## src/rtl/spi_burst_sequencer.sv

```systemverilog
// Burst sequencer feeding an SPI master: a TX FIFO drives SendData/SPIGo for N words,
// and the returned words are captured into an RX FIFO after a fixed delay.
module spi_burst_fifo #(
  parameter int W     = 8,
  parameter int DEPTH = 16
) (
  input  logic                   clk,
  input  logic                   reset,
  input  logic                   push_i,
  input  logic [W-1:0]           wdata_i,
  input  logic                   pop_i,
  output logic [W-1:0]           rdata_o,
  output logic [$clog2(DEPTH):0] level_o
);
  localparam int AW = $clog2(DEPTH);
  localparam logic [AW:0] FULL_CNT = (AW+1)'(DEPTH);

  logic [W-1:0]  mem_q [DEPTH];
  logic [AW-1:0] wp_q, rp_q;
  logic [AW:0]   cnt_q;
  logic          empty, full, do_push, do_pop;

  assign empty   = (cnt_q == '0);
  assign full    = (cnt_q == FULL_CNT);
  assign do_pop  = pop_i && !empty;
  // A pop in the same cycle frees the slot, so a push at full still lands.
  assign do_push = push_i && (!full || do_pop);
  assign rdata_o = empty ? '0 : mem_q[rp_q];
  assign level_o = cnt_q;

  always_ff @(posedge clk or negedge reset) begin
    if (!reset) begin
      wp_q  <= '0;
      rp_q  <= '0;
      cnt_q <= '0;
    end else begin
      if (do_push) wp_q <= wp_q + 1'b1;
      if (do_pop)  rp_q <= rp_q + 1'b1;
      case ({do_push, do_pop})
        2'b10:   cnt_q <= cnt_q + 1'b1;
        2'b01:   cnt_q <= cnt_q - 1'b1;
        default: cnt_q <= cnt_q;
      endcase
    end
  end

  always_ff @(posedge clk) begin
    if (do_push) mem_q[wp_q] <= wdata_i;
  end
endmodule

module spi_burst_sequencer #(
  parameter int WordLen   = 8,
  parameter int FifoDepth = 16,
  parameter int CapDelay  = 2
) (
  input  logic                       clk,
  input  logic                       reset,
  input  logic [WordLen-1:0]         TxData,
  input  logic                       TxWrite,
  output logic                       TxFull,
  output logic [$clog2(FifoDepth):0] TxLevel,
  output logic [WordLen-1:0]         RxData,
  input  logic                       RxRead,
  output logic                       RxEmpty,
  output logic [$clog2(FifoDepth):0] RxLevel,
  input  logic                       Start,
  input  logic [$clog2(FifoDepth):0] BurstLen,
  output logic                       Busy,
  output logic                       Done,
  output logic                       StartErr,
  output logic                       TxOvf,
  output logic                       RxUnf,
  input  logic                       ErrClr,
  output logic                       SPIGo,
  output logic [WordLen-1:0]         SendData,
  input  logic                       WordFlg,
  input  logic                       TxBusy,
  input  logic [WordLen-1:0]         ReceivedData
);
  localparam int LW = $clog2(FifoDepth);
  localparam logic [LW:0] FULL_CNT = (LW+1)'(FifoDepth);
  localparam logic [LW:0] ONE      = (LW+1)'(1);

  localparam logic [2:0] S_IDLE   = 3'd0;
  localparam logic [2:0] S_PRIME  = 3'd1;
  localparam logic [2:0] S_RUN    = 3'd2;
  localparam logic [2:0] S_DRAIN  = 3'd3;
  localparam logic [2:0] S_FINISH = 3'd4;

  logic [2:0]         state_q, state_d;
  logic [LW:0]        remain_q, remain_d, len_q, len_d, cap_cnt_q, cap_cnt_d;
  logic               spigo_q, spigo_d, start_err_q, start_err_d;
  logic               tx_ovf_q, tx_ovf_d, rx_unf_q, rx_unf_d;
  logic [WordLen-1:0] send_q, send_d, tx_head;
  logic               tx_pop, rx_push, wf_acc, start_ok;
  logic [CapDelay:1]  cap_pipe_q;
  logic [CapDelay:0]  cap_pipe;

  spi_burst_fifo #(.W(WordLen), .DEPTH(FifoDepth)) u_tx (
    .clk(clk), .reset(reset), .push_i(TxWrite), .wdata_i(TxData),
    .pop_i(tx_pop), .rdata_o(tx_head), .level_o(TxLevel)
  );

  spi_burst_fifo #(.W(WordLen), .DEPTH(FifoDepth)) u_rx (
    .clk(clk), .reset(reset), .push_i(rx_push), .wdata_i(ReceivedData),
    .pop_i(RxRead), .rdata_o(RxData), .level_o(RxLevel)
  );

  assign TxFull   = (TxLevel == FULL_CNT);
  assign RxEmpty  = (RxLevel == '0);
  assign Busy     = (state_q != S_IDLE);
  assign Done     = (state_q == S_FINISH);
  assign StartErr = start_err_q;
  assign TxOvf    = tx_ovf_q;
  assign RxUnf    = rx_unf_q;
  assign SPIGo    = spigo_q;
  assign SendData = send_q;

  // Reserving RX space up front means captures can never overflow mid-burst.
  assign start_ok = (BurstLen != '0) && (BurstLen <= FULL_CNT) &&
                    (TxLevel >= BurstLen) && ((FULL_CNT - RxLevel) >= BurstLen);

  assign wf_acc   = WordFlg && (state_q == S_RUN);
  assign cap_pipe = {cap_pipe_q, wf_acc};
  assign rx_push  = cap_pipe[CapDelay];

  always_comb begin
    state_d     = state_q;
    remain_d    = remain_q;
    len_d       = len_q;
    cap_cnt_d   = rx_push ? cap_cnt_q + 1'b1 : cap_cnt_q;
    spigo_d     = spigo_q;
    send_d      = send_q;
    start_err_d = 1'b0;
    tx_pop      = 1'b0;
    case (state_q)
      S_IDLE: if (Start) begin
        if (start_ok) begin
          state_d   = S_PRIME;
          remain_d  = BurstLen;
          len_d     = BurstLen;
          cap_cnt_d = '0;
        end else begin
          start_err_d = 1'b1;
        end
      end
      S_PRIME: begin
        tx_pop  = 1'b1;
        send_d  = tx_head;
        spigo_d = 1'b1;
        state_d = S_RUN;
      end
      S_RUN: if (WordFlg) begin
        remain_d = remain_q - ONE;
        if (remain_q > ONE) begin
          tx_pop = 1'b1;
          send_d = tx_head;
        end else begin
          spigo_d = 1'b0;
          state_d = S_DRAIN;
        end
      end
      S_DRAIN:  if ((cap_cnt_q == len_q) && !TxBusy) state_d = S_FINISH;
      S_FINISH: state_d = S_IDLE;
      default:  state_d = S_IDLE;
    endcase
  end

  // Clear wins over a same-cycle error so software never loses the clear.
  always_comb begin
    tx_ovf_d = tx_ovf_q;
    rx_unf_d = rx_unf_q;
    if (ErrClr) begin
      tx_ovf_d = 1'b0;
      rx_unf_d = 1'b0;
    end else begin
      if (TxWrite && TxFull && !tx_pop) tx_ovf_d = 1'b1;
      if (RxRead && RxEmpty)            rx_unf_d = 1'b1;
    end
  end

  always_ff @(posedge clk or negedge reset) begin
    if (!reset) begin
      state_q     <= S_IDLE;
      remain_q    <= '0;
      len_q       <= '0;
      cap_cnt_q   <= '0;
      spigo_q     <= 1'b0;
      send_q      <= '0;
      start_err_q <= 1'b0;
      tx_ovf_q    <= 1'b0;
      rx_unf_q    <= 1'b0;
      cap_pipe_q  <= '0;
    end else begin
      state_q     <= state_d;
      remain_q    <= remain_d;
      len_q       <= len_d;
      cap_cnt_q   <= cap_cnt_d;
      spigo_q     <= spigo_d;
      send_q      <= send_d;
      start_err_q <= start_err_d;
      tx_ovf_q    <= tx_ovf_d;
      rx_unf_q    <= rx_unf_d;
      cap_pipe_q  <= cap_pipe[CapDelay-1:0];
    end
  end
endmodule

```

## config.mk

```make
export PLATFORM = sky130hd
export DESIGN_NAME = spi_burst_sequencer
export DESIGN_NICKNAME = d
export VERILOG_FILES = /design/src/rtl/spi_burst_sequencer.sv
export SDC_FILE = /design/constraint.sdc
export NUM_CORES = 1
export LEC_CHECK = 0
export CAP_MARGIN = 10
export CORE_UTILIZATION = 61
export CTS_CLUSTER_SIZE = 30
export DETAILED_ROUTE_END_ITERATION = 12
export GPL_ROUTABILITY_DRIVEN = 0
export PLACE_DENSITY = 0.8
export SYNTH_ARGS = -nofsm -noshare
export SYNTH_HDL_FRONTEND = slang
export SYNTH_SLANG_ARGS = --single-unit
```

## constraint.sdc

```tcl
create_clock -name clk -period 5.7 [get_ports clk]
set_clock_uncertainty 0.15 [all_clocks]
set_input_delay 0.57 -clock clk [delete_from_list [all_inputs] [get_ports clk]]
set_output_delay 0.57 -clock clk [all_outputs]
set_load 0.02 [all_outputs]
```

Word-level counts from Yosys, hierarchy flattened

Memories as Yosys holds them, arrays and structs flattened.
Cells that the tools add are included.

Magnitude comparators: 4
$add $sub $neg: 11
Multiplexer cells: 38
Reduce and logical (&&, ||, !) cells: 36
Equality and inequality tests: 17

Operator list:

| cell                | count |
|---|---|
| $mux 5              | 7 |
| $mux 8              | 4 |
| $pmux 5 s2          | 3 |
| $add 4x1->4 const B | 4 |
| $pmux 8 s2          | 1 |
| $add 5x1->5 const B | 3 |
| $mux 1              | 15 |
| $mux 3              | 5 |
| $sub 5x1->5 const B | 3 |
| $logic_and 1x1->1   | 12 |
| $pmux 3 s4          | 1 |
| $reduce_bool 2->1   | 6 |
| $eq 5x5->1 const B  | 2 |
| $ge 5x5->1          | 2 |
| $logic_not 5->1     | 2 |
| $ne 2x2->1 const B  | 5 |
| $reduce_and 3->1    | 3 |
| $eq 3x2->1 const B  | 2 |
| $logic_not 1->1     | 6 |
| $eq 5x5->1          | 1 |
| $gt 5x1->1 const B  | 1 |
| $le 5x5->1 const B  | 1 |
| $reduce_and 5->1    | 1 |
| $reduce_bool 5->1   | 1 |
| other kinds (11)    | 15 |

Flip-flop bits (word level): 58
Memories kept: 2
Bits of input ports: 29
Output and inout port bits: 34
Bits in writable memories: 256

Memories:

| memory     | depth | bits a word | rd ports | clocked after Yosys merged registers in | write ports | RTL line | RTL |
|---|---|---|---|---|---|---|---|
| u_rx.mem_q | 16    | 8           | 1        | 0                                       | 1           | 18       | `logic [W-1:0] mem_q [DEPTH];` |
| u_tx.mem_q | 16    | 8           | 1        | 0                                       | 1           | 18       |  |

Logic depth before layout (Yosys ltp)

Depth after elaboration: 9
Mapped depth: 16
Mapped depth without buffers: 16

By module

Synthesis repeated with hierarchy kept, for this count alone.

Cells, all modules: 758
Area total of the unflattened synthesis: 13,406.6 µm²

By module, submodules not included:

| module              | cells each | times used | area an instance (µm²) |
|---|---|---|---|
| spi_burst_fifo      | 296        | 2          | 5,801.8 |
| spi_burst_sequencer | 166        | 1          | 1,803.0 |

Worst setup path before layout

No wires, ideal clock.

Path type: register to register
Start: reg u_rx.cnt_q[0], in the netlist u_rx.level_o[0]
End: reg u_rx.cnt_q[4], in the netlist u_rx.level_o[4]
Stages on the path, launching flop included: 17
Path slack: 2.097 ns
Period minus slack after synthesis: 3.603 ns
Data required time: 5.427 ns
Path buffers: 0
Data arrival time: 3.330 ns
Setup time: 0.123 ns
Path through: dfrtp_1 > inv_1 > ha_1 > nor3b_1 > ha_1 > nand2b_1 > a21boi_1 > inv_1 > ha_1 > inv_1 > fa_1 > inv_1 > a21o_1 > a21oi_1 > xnor2_1 > nor2_1 > xnor2_1

Word-level cells in the longest chain between the ends: 7

Ends and longest elaborated chain:

| what                                            | RTL line | RTL |
|---|---|---|
| start: declaration                              | 20       | `logic [AW:0] cnt_q;` |
| start signal: assignment                        | 40       | `2'b10: cnt_q <= cnt_q + 1'b1;` |
| start signal: assignment                        | 41       | `2'b01: cnt_q <= cnt_q - 1'b1;` |
| start signal: assignment                        | 42       | `default: cnt_q <= cnt_q;` |
| $logic_not 5->1 (*)                             | n/a      |  |
| named net RxEmpty                               | 65       | `output logic RxEmpty,` |
| $logic_not 1->1 (*)                             | 25       | `assign do_pop = pop_i && !empty;` |
| $logic_and 1x1->1 (*)                           | 25       |  |
| $logic_or 1x1->1                                | 27       | `assign do_push = push_i && (!full \|\| do_pop);` |
| $logic_and 1x1->1                               | 27       |  |
| $eq 2x1->1 or $eq 2x2->1 (tied branches)        | 39       | `case ({do_push, do_pop})` |
| $pmux 5 s2 or $reduce_bool 2->1 (tied branches) | n/a      |  |

Mark *: on every way through the listed nets, which the timed path passes. The rest lies on a longest branch.
A chain may end at the register's enable or synchronous reset.

Worst setup path in the final report

Start: reg u_rx.rp_q[0]
End: out RxData[2]

Word-level cells in the longest chain between the ends: 2

Ends and longest elaborated chain:

| what                     | RTL line | RTL |
|---|---|---|
| start: declaration       | 19       | `logic [AW-1:0] wp_q, rp_q;` |
| start signal: assignment | 38       | `if (do_pop) rp_q <= rp_q + 1'b1;` |
| $mem_v2 16x8             | n/a      |  |
| $mux 8                   | 28       | `assign rdata_o = empty ? '0 : mem_q[rp_q];` |
| end: declaration         | 63       | `output logic [WordLen-1:0] RxData,` |

Every way passes these cells.

==> out/results.tsv <==
stage	metric	value	unit
synth	synth-compound-area-share	0.0289	
layout	antenna_cells	0	
synth	netlist_area	13200	µm²
setup_path	crit_path_top_delay_cell	dfrtp_2	
clock_network	clk_latency	0.55	ns
setup_path	cp_max_fo	20	
floorplan	die_y	149	µm
floorplan	start_util	0.626	
power_and_ir_drop	power.density	520	nW/µm²
sta	finalWorstSetupSlack	1.44	ns
sta	max_slew_margin	0.264	
sta	timing.hold.ws	0.0262	ns
sta	fmax	235	MHz
setup_path	cp_common_cell	mux4_2	
synth	synth_cell_types	60	
synth	synth-edff-count	256	
synth	syn-num-nets	768	
layout	fillers	1195	
power_and_ir_drop	ir_worst_vdd	263	µV
placement	port_buffers	62	
setup_path	startpoint_type	register	
setup_path	crit_chain	buf_4 -> mux4_2 -> mux4_2 -> nor2b_1 -> clkdlybuf4s50_1	
placement	dp_cells	1024	
synth	synth_simple_gate_area_frac	0.0527	
clock_network	clockBufferDepth	3	
synth	ys_seq_elements	314	
synth	ys_seq_area_frac	0.690	
route	viasPerCell	6.17	
floorplan	core_area	21200	µm²
placement	hpwl	17.5	mm
min_path	min_path_type	input port to asynchronous set/reset pin	
synth	async_flop_share	0.185	
clock_network	cts_resized	0	
synth	synth-xor-area-share	0.0225	
layout	drive_gt1_frac	0.174	
setup_path	end_kind	output port	
sta	fin_crit	4.26	ns
synth	synthAdderAreaFrac	0.0318	
setup_path	max_stage_delay	0.69	ns
floorplan	fp.dieW	149	µm
clock_network	numClockSinks	314	
setup_path	worstSetupPathType	register to output port	
sta	hold_violations	0	
grt	grt_max_degree	59	
route	routed_wl	26.7	mm
job	cap_violations	0	
clock_network	cts-root-buf	clkbuf_16	
synth	yosys_most_used_dff	edfxtp_1	
sta	final_max_slew_viol_count	0	
synth	syn_avg_cell_area	18.7	µm²
grt	globalRouteTotalUtil	0.252	
sta	rsz0062_at_grt	false	
sta	worst_slew_pin_slew	1.10	ns
grt	grt_pass1_vias	6963	
setup_path	arrival	3.54	ns
synth	yosysWarnings	0	
clock_network	post-cts-setup-buffers	0	
layout	stdcell_count	1084	
sta	fin_crit_sh	0.748	
route	via_count	6693	
route	wl_per_cell	24.6	µm
clock_network	ctsHtreeMaxLevel	1	
synth	netlist_instances	706	
layout	syn2layout_area_growth	14.9	%
clock_network	path_clk_slew	0.06	ns
layout	fin_nets	846	
synth	synthMuxAreaShare	0.154	
clock_network	cts_hold_buf	0	
clock_network	numCtsBuffers	31	
sta	setup-tns-final	0	ns
outcome	status	complete, no violations	
route	drc	0	
route	ant_nets	0	
setup_path	cp_data_required_time	4.98	ns
placement	preCtsSetupSlack	1.68	ns
synth	synth_top_family_by_area	multiplexers	
clock_network	cts_tree	yes	
floorplan	die_area	22300	µm²
route	drt_iter0_markers	596	
floorplan	num_rows	53	
grt	antenna_found_initial	1	
floorplan	pin_count	63	
power_and_ir_drop	p_leak	0.00539	µW
route	dr.pass1.iters	5	
sta	finalSetupViolations	0	
grt	grt_pass1_wl	40.8	mm
grt	grt_remaining_overflow	0	
layout	fin_util	0.719	
## worst paths after layout
path | from | end | slack (ns) | cells after the start
max | u_rx.rp_q[0] | RxData[2] | 1.44 | 5
min | reset | cap_cnt_q[0] | 0.03 | 2
max reg2reg | u_rx.level_o[0] | u_rx.mem_q[3][5] | 1.74 | 9
min reg2reg | cap_pipe_q[1] | cap_pipe_q[2] | 0.21 | 0
max in group asynchronous | reset | u_rx.rp_q[0] | 4.80 | 2
min in group clk | cap_pipe_q[1] | cap_pipe_q[2] | 0.21 | 0
## cell usage after synthesis (all sizes together), types with 2 or more instances
cell type	number	area [µm²]
o21ai	10	50.1
o221a	3	33.8
xor2	10	87.6
dfrtp	58	1450
nand2	24	90.1
nand4	6	37.5
a21o	4	30.0
buf	23	146
clkbuf	6	22.5
edfxtp	256	7690
inv	26	97.6
nand2b	8	50.1
and2	11	70.1
or3b	3	26.3
a31oi	7	58.8
mux4	80	1910
a21oi	7	38.8
nor3	14	75.1
nor4	2	12.5
nor2b	12	82.6
nor3b	4	30.0
nand3b	2	15.0
mux2i	2	20.0
a22o	8	70.1
xnor2	24	210
mux2	8	97.6
ha	32	400
nor2	36	135
## area by class of cell
class                           instances  area, µm²  area share
Sequential cell                       314       9140       0.601
Clock inverter                         17        198      0.0130
Inverter                               26       97.6     0.00642
Tap cell                              275        344      0.0226
Multi-Input combinational cell        337       3830       0.252
Clock buffer                           41        893      0.0587
Timing Repair Buffer                   74        703      0.0462
## kinds of logic after synthesis
group,Yosys count
mux,90
simple gates,129
xor+xnor,34
compound gates,51
fa+ha+maj,33
buf+inv,55
flops,314
## stage by stage
step / total power (µW) / cell area, µm²
2_1_floorplan: 4980 / 13200
3_3_place_gp: 5680 / 14100
3_5_place_dp: 5820 / 14100
4_1_cts: 7940 / 15200
5_1_grt: 8260 / 15200
6_report: 7910 / 15200
## where the power goes
| part | switching [µW] | internal [µW] | total [µW] |
|---|---|---|---|
| logic | 1250 | 1340 | 2580 |
| clock network | 837 | 1280 | 2120 |
| registers | 388 | 2810 | 3200 |
## critical path: cells and delay by family, from the launching register on
family                 cells  cell delay, ns
buffers and inverters      2            1.05
flip-flops                 1            0.69
multiplexers               2            1.08
AND/OR/NAND/NOR            1            0.16
## cells in the final DEF (no fill, tap or decap), types with 11 or more instances in the layout
cell type,Yosys,layout
mux4_2,50,50
inv_1,26,26
nor3_1,13,12
clkdlybuf4s50_1,0,61
nand2_1,24,24
nor2b_1,11,11
edfxtp_1,256,256
clkbuf_16,0,31
nor2_1,36,36
dfrtp_1,58,57
ha_1,32,32
xnor2_1,24,24
mux4_1,30,30
## per-layer routing
layer  track usage  up-vias  wire (µm)
li1              -     2960          -
met1         0.330     3407      10600
met2         0.435      267      13800
met3        0.0379       59       1560
met4        0.0857        0        702
met5             0        -          0
## registers in the layout, indices dropped and copies added, names as in the netlist
register      flops
state_q           3
u_rx.level_o      5
remain_q          5
cap_pipe_q        2
SendData          8
len_q             5
RxUnf             1
u_tx.mem_q      128
u_rx.wp_q         4
StartErr          1
u_rx.rp_q         4
u_tx.level_o      5
u_rx.mem_q      128
u_tx.rp_q         4
cap_cnt_q         5
SPIGo             1
u_tx.wp_q         4
TxOvf             1
Power figures use the tool's default switching activity.
